--- config.mk ---
export PLATFORM = sky130hd
export DESIGN_NAME = pwm_multi
export DESIGN_NICKNAME = d
export VERILOG_FILES = /design/src/rtl/pwm_pkg.sv /design/src/rtl/pwm_prescaler.sv /design/src/rtl/pwm_multi.sv
export SDC_FILE = /design/constraint.sdc
export NUM_CORES = 1
export LEC_CHECK = 0
export ABC_AREA = 1
export CORE_ASPECT_RATIO = 0.6
export CORE_UTILIZATION = 33
export CTS_BUF_LIST = sky130_fd_sc_hd__clkbuf_8
export CTS_CLUSTER_SIZE = 12
export DETAILED_ROUTE_END_ITERATION = 7
export GPL_TIMING_DRIVEN = 0
export PLACE_DENSITY = 0.5
export SYNTH_ARGS = -nofsm -noshare
export SYNTH_HDL_FRONTEND = slang
export SYNTH_SLANG_ARGS = --single-unit
export TNS_END_PERCENT = 30
--- constraint.sdc ---
create_clock -name clk -period 3.5 [get_ports clk]
set_clock_uncertainty 0.05 [all_clocks]
set_input_delay 0.7 -clock clk [delete_from_list [all_inputs] [get_ports clk]]
set_output_delay 0.7 -clock clk [all_outputs]
set_load 0.02 [all_outputs]
--- src/rtl/pwm_pkg.sv ---
// Shared types for the multi-channel PWM: alignment mode and centre-mode count direction.
package pwm_pkg;

  typedef enum logic {
    MODE_EDGE   = 1'b0,
    MODE_CENTER = 1'b1
  } mode_e;

  typedef enum logic {
    DIR_UP   = 1'b0,
    DIR_DOWN = 1'b1
  } dir_e;

endpackage

--- src/rtl/pwm_prescaler.sv ---
// Clock-enable generator: tick once every prescale+1 cycles while enabled.
module pwm_prescaler #(
  parameter int PRESCALE_W = 8
) (
  input  logic                  clk,
  input  logic                  reset,
  input  logic                  enable,
  input  logic [PRESCALE_W-1:0] prescale,
  output logic                  tick
);

  logic [PRESCALE_W-1:0] pre_cnt_q;
  logic [PRESCALE_W-1:0] pre_cnt_d;

  // >= rather than == so a live shrink of prescale below pre_cnt wraps at once
  assign tick = enable && (pre_cnt_q >= prescale);

  always_comb begin
    pre_cnt_d = pre_cnt_q;
    if (!enable || tick) begin
      pre_cnt_d = '0;
    end else begin
      pre_cnt_d = pre_cnt_q + PRESCALE_W'(1);
    end
  end

  always_ff @(posedge clk) begin
    if (reset) begin
      pre_cnt_q <= '0;
    end else begin
      pre_cnt_q <= pre_cnt_d;
    end
  end

endmodule

--- src/rtl/pwm_multi.sv ---
// Multi-channel PWM: one shared edge/centre-aligned period counter, shadowed
// period/duty/mode loaded only at a period boundary, registered compare outputs.
module pwm_multi
  import pwm_pkg::*;
#(
  parameter int WIDTH      = 8,
  parameter int CHANNELS   = 4,
  parameter int PRESCALE_W = 8
) (
  input  logic                      clk,
  input  logic                      reset,
  input  logic                      enable,
  input  logic [PRESCALE_W-1:0]     prescale,
  input  logic [WIDTH-1:0]          period,
  input  logic [CHANNELS*WIDTH-1:0] duty,
  input  logic                      center_mode,
  input  logic                      update,
  output logic                      update_ack,
  output logic                      period_start,
  output logic [CHANNELS-1:0]       pwm_out
);

  logic tick;
  logic boundary;
  logic load;

  logic [WIDTH-1:0]                cnt_q, cnt_d;
  dir_e                            dir_q, dir_d;
  logic [WIDTH-1:0]                p_s_q, p_s_d;
  logic [CHANNELS-1:0][WIDTH-1:0]  d_s_q, d_s_d;
  mode_e                           mode_s_q, mode_s_d;
  logic                            pending_q, pending_d;
  logic [CHANNELS-1:0]             pwm_q, pwm_d;
  logic                            ack_q, ps_q;

  pwm_prescaler #(
    .PRESCALE_W (PRESCALE_W)
  ) u_prescaler (
    .clk      (clk),
    .reset    (reset),
    .enable   (enable),
    .prescale (prescale),
    .tick     (tick)
  );

  // Boundary = last tick of the period; the counter returns to 0 on it.
  // Centre mode with P==1 turns at the top, so that peak is also the boundary.
  always_comb begin
    boundary = 1'b0;
    if (tick) begin
      if (mode_s_q == MODE_EDGE) begin
        boundary = (cnt_q == p_s_q);
      end else if (p_s_q == '0) begin
        boundary = 1'b1;
      end else if (dir_q == DIR_DOWN) begin
        boundary = (cnt_q == WIDTH'(1));
      end else begin
        boundary = (p_s_q == WIDTH'(1)) && (cnt_q == WIDTH'(1));
      end
    end
  end

  always_comb begin
    cnt_d = cnt_q;
    dir_d = dir_q;
    if (!enable || boundary) begin
      cnt_d = '0;
      dir_d = DIR_UP;
    end else if (tick) begin
      if (mode_s_q == MODE_EDGE) begin
        cnt_d = cnt_q + WIDTH'(1);
      end else if (dir_q == DIR_UP) begin
        if (cnt_q == p_s_q) begin
          dir_d = DIR_DOWN;
          cnt_d = cnt_q - WIDTH'(1);
        end else begin
          cnt_d = cnt_q + WIDTH'(1);
        end
      end else begin
        cnt_d = cnt_q - WIDTH'(1);
      end
    end
  end

  // A request arriving on the boundary cycle itself loads on that boundary.
  assign load = (pending_q || update) && (boundary || !enable);

  always_comb begin
    p_s_d     = p_s_q;
    d_s_d     = d_s_q;
    mode_s_d  = mode_s_q;
    pending_d = pending_q;
    if (load) begin
      p_s_d     = period;
      d_s_d     = duty;  // packed element i is duty[i*WIDTH +: WIDTH]
      mode_s_d  = mode_e'(center_mode);
      pending_d = 1'b0;
    end else if (update) begin
      pending_d = 1'b1;
    end
  end

  for (genvar i = 0; i < CHANNELS; i++) begin : g_cmp
    assign pwm_d[i] = enable && (cnt_q < d_s_q[i]);
  end

  always_ff @(posedge clk) begin
    if (reset) begin
      cnt_q     <= '0;
      dir_q     <= DIR_UP;
      p_s_q     <= '0;
      d_s_q     <= '0;
      mode_s_q  <= MODE_EDGE;
      pending_q <= 1'b0;
      pwm_q     <= '0;
      ack_q     <= 1'b0;
      ps_q      <= 1'b0;
    end else begin
      cnt_q     <= cnt_d;
      dir_q     <= dir_d;
      p_s_q     <= p_s_d;
      d_s_q     <= d_s_d;
      mode_s_q  <= mode_s_d;
      pending_q <= pending_d;
      pwm_q     <= pwm_d;
      ack_q     <= load;
      ps_q      <= boundary;
    end
  end

  assign pwm_out      = pwm_q;
  assign update_ack   = ack_q;
  assign period_start = ps_q;

endmodule

* After elaboration in Yosys (flattened, before gate mapping)
Index checks and enable logic that the tools add are counted.
** Storage, ports and cells
- Output and inout bits :: 6
- Register bits after elaboration :: 65
** Cells by class
- Equality and inequality tests :: 3
- Reduce and logical (&&, ||, !) cells :: 16
- Magnitude comparators :: 5
- $add $sub $neg :: 3
- Multiplexer cells :: 9
** Operator list (count)
- less-than comparator 8 bit :: 4
- 2-to-1 mux 8 bit :: 3
- adder 8 x 1 -> 8 bit, second input constant :: 2
- == test 8 x 1 -> 1 bit, second input constant :: 2
- == test 8 bit :: 1
- >= comparator 8 bit :: 1
- zero test 8 bit :: 1
- subtractor 8 x 1 -> 8 bit, second input constant :: 1
- logical AND 1 bit :: 7
- 2-to-1 mux 1 bit :: 6
- OR reduction 2 bit :: 3
- logical OR 1 bit :: 3
- AND reduction 2 bit :: 1
- zero test 1 bit :: 1

* Logic depth before layout (Yosys ltp)
- Depth after elaboration :: 9
- Gate-level depth with buffers :: 15

* By module
A second synthesis with hierarchy kept.
** Second synthesis, totals
- Cells, all modules :: 523
- Area total of the unflattened synthesis :: 3841.2 um2
** Modules (own cells, without submodules)
- pwm_multi :: cells an instance 447, instances 1, area an instance 3274.4 um2
- pwm_prescaler :: cells an instance 76, instances 1, area an instance 566.8 um2

* Worst setup path after synthesis
Ideal clock, no wire load.
- Path type :: input to register
- From :: input prescale[3]
- To :: register d_s_q[0] in the netlist's numbering
- Setup slack :: 1198 ps
- Arrival :: 2138 ps
- Cell stages on the path :: 14
- Path buffers :: 1
- Data required time :: 3336 ps
- Cells stage by stage :: inv_1 > ha_1 > nand2_1 > nor2_1 > nor2_1 > nand2_1 > nand2_1 > a21oi_4 > nand3_2 > nand2_4 > nand2_4 > buf_6 > nand3_1 > nand2_1
** Between the ends
- Word-level cells in the longest chain between the ends :: 5
** RTL lines
- from (decl) :: line pwm_multi.sv:13 : input logic [PRESCALE_W-1:0] prescale,
- >= comparator 8 bit :: line pwm_prescaler.sv:16 : assign tick = enable && (pre_cnt_q >= prescale);
- logical AND 1 bit :: line pwm_prescaler.sv:16
- 2-to-1 mux 1 bit :: line pwm_multi.sv:50 : if (tick) begin
- logical OR 1 bit :: line pwm_multi.sv:86 : assign load = (pending_q || update) && (boundary || !enable);
- logical AND 1 bit :: line pwm_multi.sv:86
- to (signal assigned) :: line pwm_multi.sv:122 : d_s_q <= d_s_d;
- to (decl) :: line pwm_multi.sv:30 : logic [CHANNELS-1:0][WIDTH-1:0] d_s_q, d_s_d;
Every way passes these cells.
A chain may end at the register's enable or synchronous reset.

* Worst setup path after layout
- From :: input prescale[3]
- To :: register d_s_q[9] in the netlist's numbering
Same word-level chain as after synthesis.

==> impl_metrics.ini <==
[status]
run_status = completed

[setup_path]
buffers_inverters_on_critical_path = 3
timing_worst_setup_path_type = input port to flip-flop
critical_path_required_ns = 3.69
timing.critical_path.from_type = input port
cp.arrival_ns = 3.01
critical-path-slowest-cell = sky130_fd_sc_hd__clkdlybuf4s50_1
end_kind = flip-flop
r2r_end = d_s_q[9]
worst_r2r_path_depth = 14
crit_start = prescale[3]
r2r-start = u_prescaler.pre_cnt_q[0]
timing.critical_path.fanout_max = 10
path_common_cell = sky130_fd_sc_hd__nand2_1
worstSetupEndpoint = d_s_q[9]
worst-path-stages = 15
worstPathCellList = clkdlybuf4s50_1 -> inv_1 -> ha_1 -> nand2_1 -> nor2_1 -> nor2_1 -> nand2_1 -> nand2_1 -> a21oi_4 -> nand3_2 -> nand2_4 -> nand2_4 -> buf_6 -> nand3_1 -> nand2_1
rrSetupSlack_ns = 1.12
timing.critical_path.max_delay_family = simple AND/OR/NAND/NOR gates
critical_path.max_stage_delay_ns = 0.45

[yosys]
largest_family_of_logic_cells_by_synthesized_area = simple AND/OR/NAND/NOR gates
synth-adder-area-share_pct = 13.1
ys.flop_type = sky130_fd_sc_hd__dfxtp_1
synth_seq_cells = 65
synth-xor-area-share_pct = 4.36
synth_fp_nets = 619
post-synth-top-count-cell = sky130_fd_sc_hd__nand2_1
synthCells = 526
ys_seq_area_share_pct = 34.1
yosys_warnings = 0
number_of_flops_mapped_to_enable_cells_by_yosys = 0
synth_top_cell_area_share_pct = 34.1
asyncSetResetFlopFracSynth_pct = 0
post_synth_instance_area_sq_mm = 0.00382
synth_cell_types = 28
synth_compound_gate_area_share_pct = 5.73
syn-mean-instance-area_sq_um = 7.26
multiplexer_share_of_the_synthesized_area_pct = 0
dominant_cell_type_by_area_after_synthesis = sky130_fd_sc_hd__dfxtp_1
synth.top_cells.by_count = sky130_fd_sc_hd__nand2_1, sky130_fd_sc_hd__dfxtp_1, sky130_fd_sc_hd__inv_1
synth_simple_gate_area_share_pct = 32.9
yosys-top-cells-area = sky130_fd_sc_hd__dfxtp_1, sky130_fd_sc_hd__ha_1, sky130_fd_sc_hd__nand2_1

[global_route]
met2_capacity_usage_during_global_routing_pct = 26.3
antenna_violations_before_repair = 0
met1_usage_pct = 26.9
grt_first_pass_wirelength_microns = 16800
globalRoute.busiestLayer = met1
first_global_vias = 3309
gr-total-overflow = 0
grt_max_degree = 12
grt_util_all_layers_pct = 18.2
met3_usage_pct = 4.23

[sta]
whs_ns = 0.411
report.final.hold_viol_count = 0
slew_headroom_pct = 54.6
report.final.slew_viol_count = 0
finalWorstPathRequiredPeriod_ns = 2.82
fin_tns_setup_ns = 0
setup_violations_final = 0
achievable-frequency_mhz = 355
grt_setup_unrepaired = false
worstMarginPinSlew_ns = 0.678
timing.final.crit_share_pct = 80.6

[layout]
post-route-cell-area_sq_mm = 0.00480
multi_input_comb_area_sq_mm = 0.00214
drive_above_1_share_pct = 5.50
final_net_count = 688
antennaDiodeCount = 0
num-fill-cells = 1158
register_area_sq_mm = 0.00130
layout-area-overhead-vs-synth_pct = 25.6
final_util_pct = 42.4

[route]
via_density = 4.69
drt_pre_antenna_iters = 4
remaining_routing_drc_violations = 0
num_vias = 3564
wire_per_inst_microns = 13.3
drt-initial-drc-count = 194
postRouteWirelength_microns = 10100
detail-route-antenna-nets = 0

[placement]
postPlaceCellArea_sq_mm = 0.00460
gpl.final_weighted_congestion = 0.835
detailed_place_hpwl_microns = 8080
io_buffer_count = 58

[job]
max-cap-violations = 0

[min_path]
hold_path.startpoint = d_s_q[10]
hp-class = flip-flop to flip-flop

[power]
power.ir.vdd_worst_uv = 148
power-per-cell-area_mw_per_mm2 = 355
cellLeakagePower_uw = 0.00218

[floorplanning]
initial_utilization_pct = 33.8
core_region_area_sq_mm = 0.0113
fp.dieArea_sq_mm = 0.0120
std_cell_rows = 30
fp.dieH_microns = 85.3
fp.dieW_microns = 141
ioPinCount = 59

[clocking]
numCtsBuffers = 9
cts-htree-levels = 3
worst_skew_pair_later_pin_latency_ns = 0.35
cts_hold_bufs = 0
clock-sinks = 65
post_cts.repair.setup_buffers = 0
ctsResizeCount = 0
tritoncts = built
path_clk_slew_ns = 0.07
max-clock-path-buffers = 2
cts_root_buffer = sky130_fd_sc_hd__clkbuf_8
-- cells in the final DEF (no fill, tap or decap), types with 2 or more instances in the layout --
master / count
sky130_fd_sc_hd__nand2_4: 2
sky130_fd_sc_hd__clkdlybuf4s50_1: 58
sky130_fd_sc_hd__clkbuf_8: 10
sky130_fd_sc_hd__dfxtp_1: 65
sky130_fd_sc_hd__xnor2_1: 9
sky130_fd_sc_hd__buf_4: 4
sky130_fd_sc_hd__buf_1: 4
sky130_fd_sc_hd__nor3_1: 5
sky130_fd_sc_hd__xor2_1: 10
sky130_fd_sc_hd__clkinv_2: 2
sky130_fd_sc_hd__ha_1: 40
sky130_fd_sc_hd__nor2_1: 47
sky130_fd_sc_hd__clkbuf_1: 8
sky130_fd_sc_hd__inv_1: 62
sky130_fd_sc_hd__buf_2: 3
sky130_fd_sc_hd__o21ai_0: 9
sky130_fd_sc_hd__a21oi_1: 24
sky130_fd_sc_hd__nand2_1: 117
sky130_fd_sc_hd__buf_6: 4
sky130_fd_sc_hd__nand4_1: 45
sky130_fd_sc_hd__nand3_1: 56
sky130_fd_sc_hd__clkinvlp_4: 2
sky130_fd_sc_hd__a21o_1: 4
-- worst min-delay path by stage --
stage                                    end  slack (ns)  depth (start not counted)
floorplan           u_prescaler.pre_cnt_q[0]        0.38                          1
global placement                       dir_q        0.41                          2
detailed placement                 d_s_q[10]        0.41                          2
CTS                                d_s_q[10]        0.42                          2
global route                       d_s_q[10]        0.44                          2
finish                             d_s_q[10]        0.41                          2
-- per-stage QoR --
step	power (uW)	cells	setup slack (ns)
2_1_floorplan	956	526	1.20
3_3_place_gp	1070	744	0.356
3_5_place_dp	1070	744	0.334
4_1_cts	1720	760	0.707
5_1_grt	1790	760	0.477
6_report	1700	760	0.679
-- worst min-delay path, stage by stage, from the launching register on --
cell and delay, ns:
sky130_fd_sc_hd__dfxtp_1 0.31, sky130_fd_sc_hd__nand3_1 0.07, sky130_fd_sc_hd__nand2_1 0.04
-- flip-flops by register name, summed over array words and instances, names as in the netlist --
name and cells:
mode_s_q 1, dir_q 1, cnt_q 8, update_ack 1, pwm_out 4, p_s_q 8, pending_q 1, period_start 1
u_prescaler.pre_cnt_q 8, d_s_q 32
-- kinds of logic after synthesis --
family / after synthesis
fa+ha+maj: 40
buf+inv: 87
compound gates: 39
xor+xnor: 19
simple gates: 276
flops: 65
-- power by group --
group	leakage (uW)	total (uW)	internal (uW)	switching, uW
logic	0.00155	262	125	136
clock network	0.0000995	644	343	301
registers	0.000531	795	773	22.0
-- final cells by class --
cell class,count,area share (%)
multi-input cells,374,44.6
plain buffers,24,2.92
repair buffers,58,12.1
clock buffers,10,2.87
well taps,160,4.17
clock inverters,6,1.23
inverters,63,4.93
flip-flops and latches,65,27.1
-- layer usage --
metal  wire length, microns  share of wire (%)
met1                   5720                 56
met2                   3950                 39
met3                    384                3.8
met4                     82               0.81
met5                      0                  0
Note: power is estimated with default switching activity, not from simulation.
